File: src/rtl/vending_machine_param.sv
// Parametrised vending controller: collects coins up to a credit ceiling, dispenses
// with a request/acknowledge handshake and returns change or a cancelled credit.
module vending_machine_param #(
  parameter int CREDIT_W   = 4,
  parameter int PRICE      = 3,
  parameter int MAX_CREDIT = 10,
  parameter int VAL1       = 1,
  parameter int VAL2       = 2,
  parameter int VAL3       = 5
) (
  input  logic                clk,
  input  logic                rst,
  input  logic [1:0]          coin,
  input  logic                cancel,
  input  logic                candy_ack,
  output logic                candy,
  output logic                change_valid,
  output logic [CREDIT_W-1:0] change,
  output logic [CREDIT_W-1:0] credit,
  output logic                coin_reject
);

  typedef enum logic [1:0] {S_IDLE, S_COLLECT, S_VEND, S_RETURN} state_t;

  localparam logic [CREDIT_W:0]   MAX_W   = (CREDIT_W+1)'(MAX_CREDIT);
  localparam logic [CREDIT_W:0]   PRICE_W = (CREDIT_W+1)'(PRICE);
  localparam logic [CREDIT_W-1:0] PRICE_C = CREDIT_W'(PRICE);

  state_t                state, state_n;
  logic [CREDIT_W-1:0]   credit_q, credit_n;
  logic [CREDIT_W-1:0]   change_q, change_n;
  logic                  reject_q, reject_n;
  logic [CREDIT_W:0]     sum;

  function automatic logic [CREDIT_W:0] coin_value(input logic [1:0] c);
    case (c)
      2'b01:   coin_value = (CREDIT_W+1)'(VAL1);
      2'b10:   coin_value = (CREDIT_W+1)'(VAL2);
      2'b11:   coin_value = (CREDIT_W+1)'(VAL3);
      default: coin_value = '0;
    endcase
  endfunction

  // One extra bit so credit plus the largest coin never wraps before the ceiling test.
  assign sum = {1'b0, credit_q} + coin_value(coin);

  always_comb begin
    state_n  = state;
    credit_n = credit_q;
    change_n = '0;
    reject_n = 1'b0;
    case (state)
      S_IDLE, S_COLLECT: begin
        if (cancel && state == S_COLLECT) begin
          state_n  = S_RETURN;
          change_n = credit_q;
          credit_n = '0;
          reject_n = (coin != 2'b00);
        end else if (coin != 2'b00) begin
          if (sum > MAX_W) begin
            reject_n = 1'b1;
          end else begin
            credit_n = sum[CREDIT_W-1:0];
            state_n  = (sum >= PRICE_W) ? S_VEND : S_COLLECT;
          end
        end
      end
      S_VEND: begin
        reject_n = (coin != 2'b00);
        if (candy_ack) begin
          credit_n = '0;
          if (credit_q > PRICE_C) begin
            state_n  = S_RETURN;
            change_n = credit_q - PRICE_C;
          end else begin
            state_n = S_IDLE;
          end
        end
      end
      S_RETURN: begin
        reject_n = (coin != 2'b00);
        credit_n = '0;
        state_n  = S_IDLE;
      end
      default: begin
        state_n  = S_IDLE;
        credit_n = '0;
      end
    endcase
  end

  always_ff @(posedge clk) begin
    if (rst) begin
      state    <= S_IDLE;
      credit_q <= '0;
      change_q <= '0;
      reject_q <= 1'b0;
    end else begin
      state    <= state_n;
      credit_q <= credit_n;
      change_q <= change_n;
      reject_q <= reject_n;
    end
  end

  // change_q is only loaded on entry to RETURN, so it reads zero in every other cycle.
  assign candy        = (state == S_VEND);
  assign change_valid = (state == S_RETURN);
  assign change       = change_q;
  assign credit       = credit_q;
  assign coin_reject  = reject_q;

endmodule

File: config.mk
export PLATFORM = sky130hd
export DESIGN_NAME = vending_machine_param
export DESIGN_NICKNAME = d
export VERILOG_FILES = /design/src/rtl/vending_machine_param.sv
export SDC_FILE = /design/constraint.sdc
export NUM_CORES = 1
export LEC_CHECK = 0
export CORE_MARGIN = 3
export CORE_UTILIZATION = 47
export CTS_CLUSTER_DIAMETER = 50
export DETAILED_ROUTE_END_ITERATION = 10
export HOLD_SLACK_MARGIN = 0.03
export PLACE_DENSITY = 0.81
export SLEW_MARGIN = 20
export SYNTH_ARGS = -nofsm -noshare
export SYNTH_HDL_FRONTEND = slang
export SYNTH_SLANG_ARGS = --single-unit
File: constraint.sdc
create_clock -name clk -period 2.9 [get_ports clk]
set_clock_uncertainty 0.2 [all_clocks]
set_input_delay 0.58 -clock clk [delete_from_list [all_inputs] [get_ports clk]]
set_output_delay 0.58 -clock clk [all_outputs]
set_load 0.02 [all_outputs]
==> impl.org <==
** Placed design
- At the placement stage, the worst setup path has a slack of -0.2399 ns.
- Hpwl dp :: 1.325 mm
- Quantity of I/O buffers inserted on ports :: 16
- At the end of routability-driven placement, the weighted congestion stood at 0.8363.
- Number of placed instances, taps included :: 119

** Worst setup path
- The worst setup path is launched from an input port.
- FF-to-FF Start :: credit[0]
- Setup crit end kind :: register
- Grouping stages by cell kind, the critical path spends the most delay in compound AO/OA/AOI/OAI gates.
- Maximum fanout along the worst path :: 5
- For this run, the slowest stage of the critical path takes approximately 0.48 ns.
- In this run the worst setup path begins at coin[1].
- Counting both buffers and inverters, the worst setup path holds a total of 1.
- Data arrives at the worst endpoint at ~2.7 ns.
- Standard cell with the maximum stage delay on the critical path :: sky130_fd_sc_hd__clkdlybuf4s50_1
- Data on the critical path is required at its endpoint by 2.86 ns.
- Depth of the critical timing path with buffers and inverters included :: 8
- Cell breakdown of the critical path :: clkdlybuf4s50_1 -> nor2b_4 -> fa_2 -> and2_1 -> a2bb2oi_2 -> a311oi_4 -> a21oi_2 -> a22o_1
- The number of cells on the worst reg-to-reg path is 7.
- By startpoint and endpoint, the worst setup path is classified as in -> reg.

** Clock network
- The clock net in this run drives a total of 11 sinks.
- H-Tree Level Count :: 1
- For the worst-skew pair, the clock arrives at the later sink with an insertion delay of 0.26 ns.
- Setup fix buffers added after clock tree synthesis :: 0
- TritonCTS built the clock tree.
- TritonCTS created 3 clock buffers.
- In this run the deepest clock path goes through 2 buffers.
- Register clock-pin slew on the reported worst setup and hold paths :: 0.07 ns
- Clock Tree Root :: sky130_fd_sc_hd__clkbuf_4

** Drt
- Vias post-DR :: 705
- Via density per instance :: 5.732
- The first TritonRoute pass finished after 4 iterations.
- In the final routed layout, each cell accounts on average for between 10 and 15 um.
- Detailed-route DRC error count :: 0
- The count of nets left with antenna violations once routing finished came out at 0.
- Summed over all layers, the routed wires come to 1.620 mm.
- In this run, the number of DRC markers left after iteration 0 of detailed routing was 15.

** Timing
- Setup violations remaining at the end of the flow were counted as 0.
- The final max-slew violation count came to 0.
- Setup repair after global routing left no endpoint under its margin.
- At the pin with the least slew margin, the transition time is 0.3744 ns.
- Final setup slack of the worst path :: 0.1213 ns
- Worst max-slew margin expressed relative to the limit :: 75.04%
- Derived from the worst setup path, the maximum achievable clock frequency is 359.9 MHz.
- Tmin final :: roughly 2.8 ns
- The number of hold-slack violations in the final timing report came to 0.
- Final worst path period share :: 95.82%
- Worst Hold Slack :: 0.4021 ns

** Yosys
- Synth cell count leaders :: sky130_fd_sc_hd__nor2_1 (15), sky130_fd_sc_hd__dfxtp_1 (11), sky130_fd_sc_hd__a21oi_1 (8)
- After synthesis, the netlist uses 34 different library cells.
- Simple-gate share of the synthesized area :: a little over a quarter
- The synthesized netlist devotes approximately 30% of its cell area to compound gates.
- sky130_fd_sc_hd__dfxtp_1 takes more of the synthesized area than any other cell.
- Syn_area_per_cell :: 8.567 um2
- Flip-flop and latch count after synthesis :: 11
- Mux contribution to synthesized area :: 0%
- Synthesis produced a netlist with a net count of 96.
- Of the total synthesized cell area, the portion taken by XOR and XNOR cells is roughly 1.2%.
- Count leader, synth :: sky130_fd_sc_hd__nor2_1
- In the synthesized netlist the dominant register cell turns out to be sky130_fd_sc_hd__dfxtp_1.
- In the synthesized netlist, the number of instances is 85.
- Number of enable-type register cells in the synthesized netlist :: 0
- Area share of the largest cell type after synthesis :: 30.24%
- Cell types with the largest area share after synthesis :: sky130_fd_sc_hd__dfxtp_1 (30%), sky130_fd_sc_hd__nor2_1 (7.7%), sky130_fd_sc_hd__ha_1 (6.9%), sky130_fd_sc_hd__a21oi_1 (5.5%), sky130_fd_sc_hd__and2_1 (4.3%)
- Share of synthesized registers carrying an async set or reset :: 0%
- Sequential area share after synthesis :: 30.24%
- The synthesized netlist occupies a cell area of 728.2 um2.
- The Yosys step of the flow raised 0 warnings.
- Share of synthesized cell area in full adder, half adder and majority cells :: 9.622%
- Main combinational cell family by area after synthesis :: compound AO/OA/AOI/OAI gates

** Cells and area
- Area occupied by multi-input gates :: 511.7 um2
- Fraction of layout cells with a size suffix above 1 :: 17.59%
- Number of fillers in the final layout :: 118
- The final layout contains 120 nets.
- The area growth from synthesis to layout is 35.22%.
- Non-Filler Instances :: 123
- Antenna diode count :: 0
- Register Area :: 220.2 um2

** Die
- Boundary Pins :: 17
- Overall die height :: 45.36 um
- Overall die area :: a little over 2000 um2
- Effective utilization at floorplan :: approximately 53%
- # rows :: 13
- The floorplan step set the die width to 45.36 um.
- Core Area :: 1383 um2

** Global routing
- The first global-routing pass estimated 2.849 mm of wire.
- Initial antenna violation count :: 0
- All-Layer GR Usage :: a little under a fifth
- Number of global-route vias before repair :: between 700 and 800
- Global-route congestion overflow total :: 0
- Maximum number of pins on one net before global-route repair :: 12

** Power and ir drop
- The worst-case IR drop observed on VDD is 0.3349 mV.
- Total power consumption of the routed design :: 662.0 uW
- In this run the power density over the cells is 672.3 nW/um2.
- Summed over all cells, the static leakage comes to between 0.0004 and 0.0005 uW.

** Flow run
- Across the run, the number of max-cap violations was 0.

** Run status
- Status :: finished clean

** Min path
- Counting instances, the worst hold path has a depth of 2.
- Hold/Removal Path Class :: reg -> reg
- Hold Crit Start :: credit[2]
state kept, by name (all words and copies together), names as in the netlist:
name	count
change	4
credit	4
state	2
coin_reject	1
power breakdown:
group	total, uW	switching, uW	internal [uW]	leakage [uW]
Clock	103	49.8	53.2	0.0000150
Combinational	330	169	161	0.000321
Sequential	229	48.0	181	0.0000897
Total	662	267	395	0.000426
cell usage in the layout (no fill, tap or decap), types with 3 or more instances in the layout:
cell / count
sky130_fd_sc_hd__a22o_1: 3
sky130_fd_sc_hd__clkbuf_4: 3
sky130_fd_sc_hd__a21oi_1: 8
sky130_fd_sc_hd__clkdlybuf4s50_1: 15
sky130_fd_sc_hd__dfxtp_1: 11
sky130_fd_sc_hd__buf_4: 5
sky130_fd_sc_hd__o21ai_0: 3
sky130_fd_sc_hd__and2_1: 5
sky130_fd_sc_hd__a21o_1: 3
sky130_fd_sc_hd__nand2b_1: 3
sky130_fd_sc_hd__nor2_1: 15
sky130_fd_sc_hd__ha_1: 3
per-layer routing:
metal,GRT usage (%),vias to the layer above,share of wire [%],wire [um]
met1,21.01,326,40,650
met5,0,-,0,0
li1,-,352,-,-
met2,35.31,25,52,846
met4,7.018,0,1.2,20
met3,2.390,2,6.3,102
cell type report:
class | instances | area share, %
timing repair buffer | 21 | 20.33
multi-input combinational | 70 | 51.97
sequential | 11 | 22.36
inverter | 2 | 0.7624
tap | 15 | 1.906
clock buffer | 4 | 2.668
worst register-to-register path, cell delays in order, from the launching register on:
cell                        delay [ns]
sky130_fd_sc_hd__dfxtp_1          0.47
sky130_fd_sc_hd__ha_2             0.24
sky130_fd_sc_hd__fa_2             0.44
sky130_fd_sc_hd__and2_1           0.17
sky130_fd_sc_hd__a2bb2oi_2        0.18
sky130_fd_sc_hd__a311oi_4         0.36
sky130_fd_sc_hd__a21oi_2          0.14
sky130_fd_sc_hd__a22o_1           0.20
worst paths after layout:
| check | endpoint | slack (ns) |
|---|---|---|
| max | credit[0] | 0.12 |
| min | change[2] | 0.40 |
| max reg2reg | credit[0] | 0.40 |
| min reg2reg | change[2] | 0.40 |
logic make-up (layout without fill, tap and decap cells):
group / Yosys count / count (layout)
fa+ha+maj: 5 / 5
xor+xnor: 1 / 1
simple gates: 37 / 37
flops: 11 / 11
buf+inv: 4 / 27
compound gates: 27 / 27
stage by stage:
step | TNS [ns] | cell area, um2 | util (%)
floorplan | 0 | 728.2 | -
global placement | -0.7505 | 935.9 | 67.69
detailed placement | -1.285 | 935.9 | 67.69
CTS | 0 | 962.2 | 69.59
global route | 0 | 984.7 | 71.22
finish | 0 | 984.7 | 71.22
repair_timing:
item,CTS,global route
endpoints found under the setup margin,0,6
resized for setup,0,6
hold buffers,0,0
No activity file was read; power rests on OpenSTA's default activity.
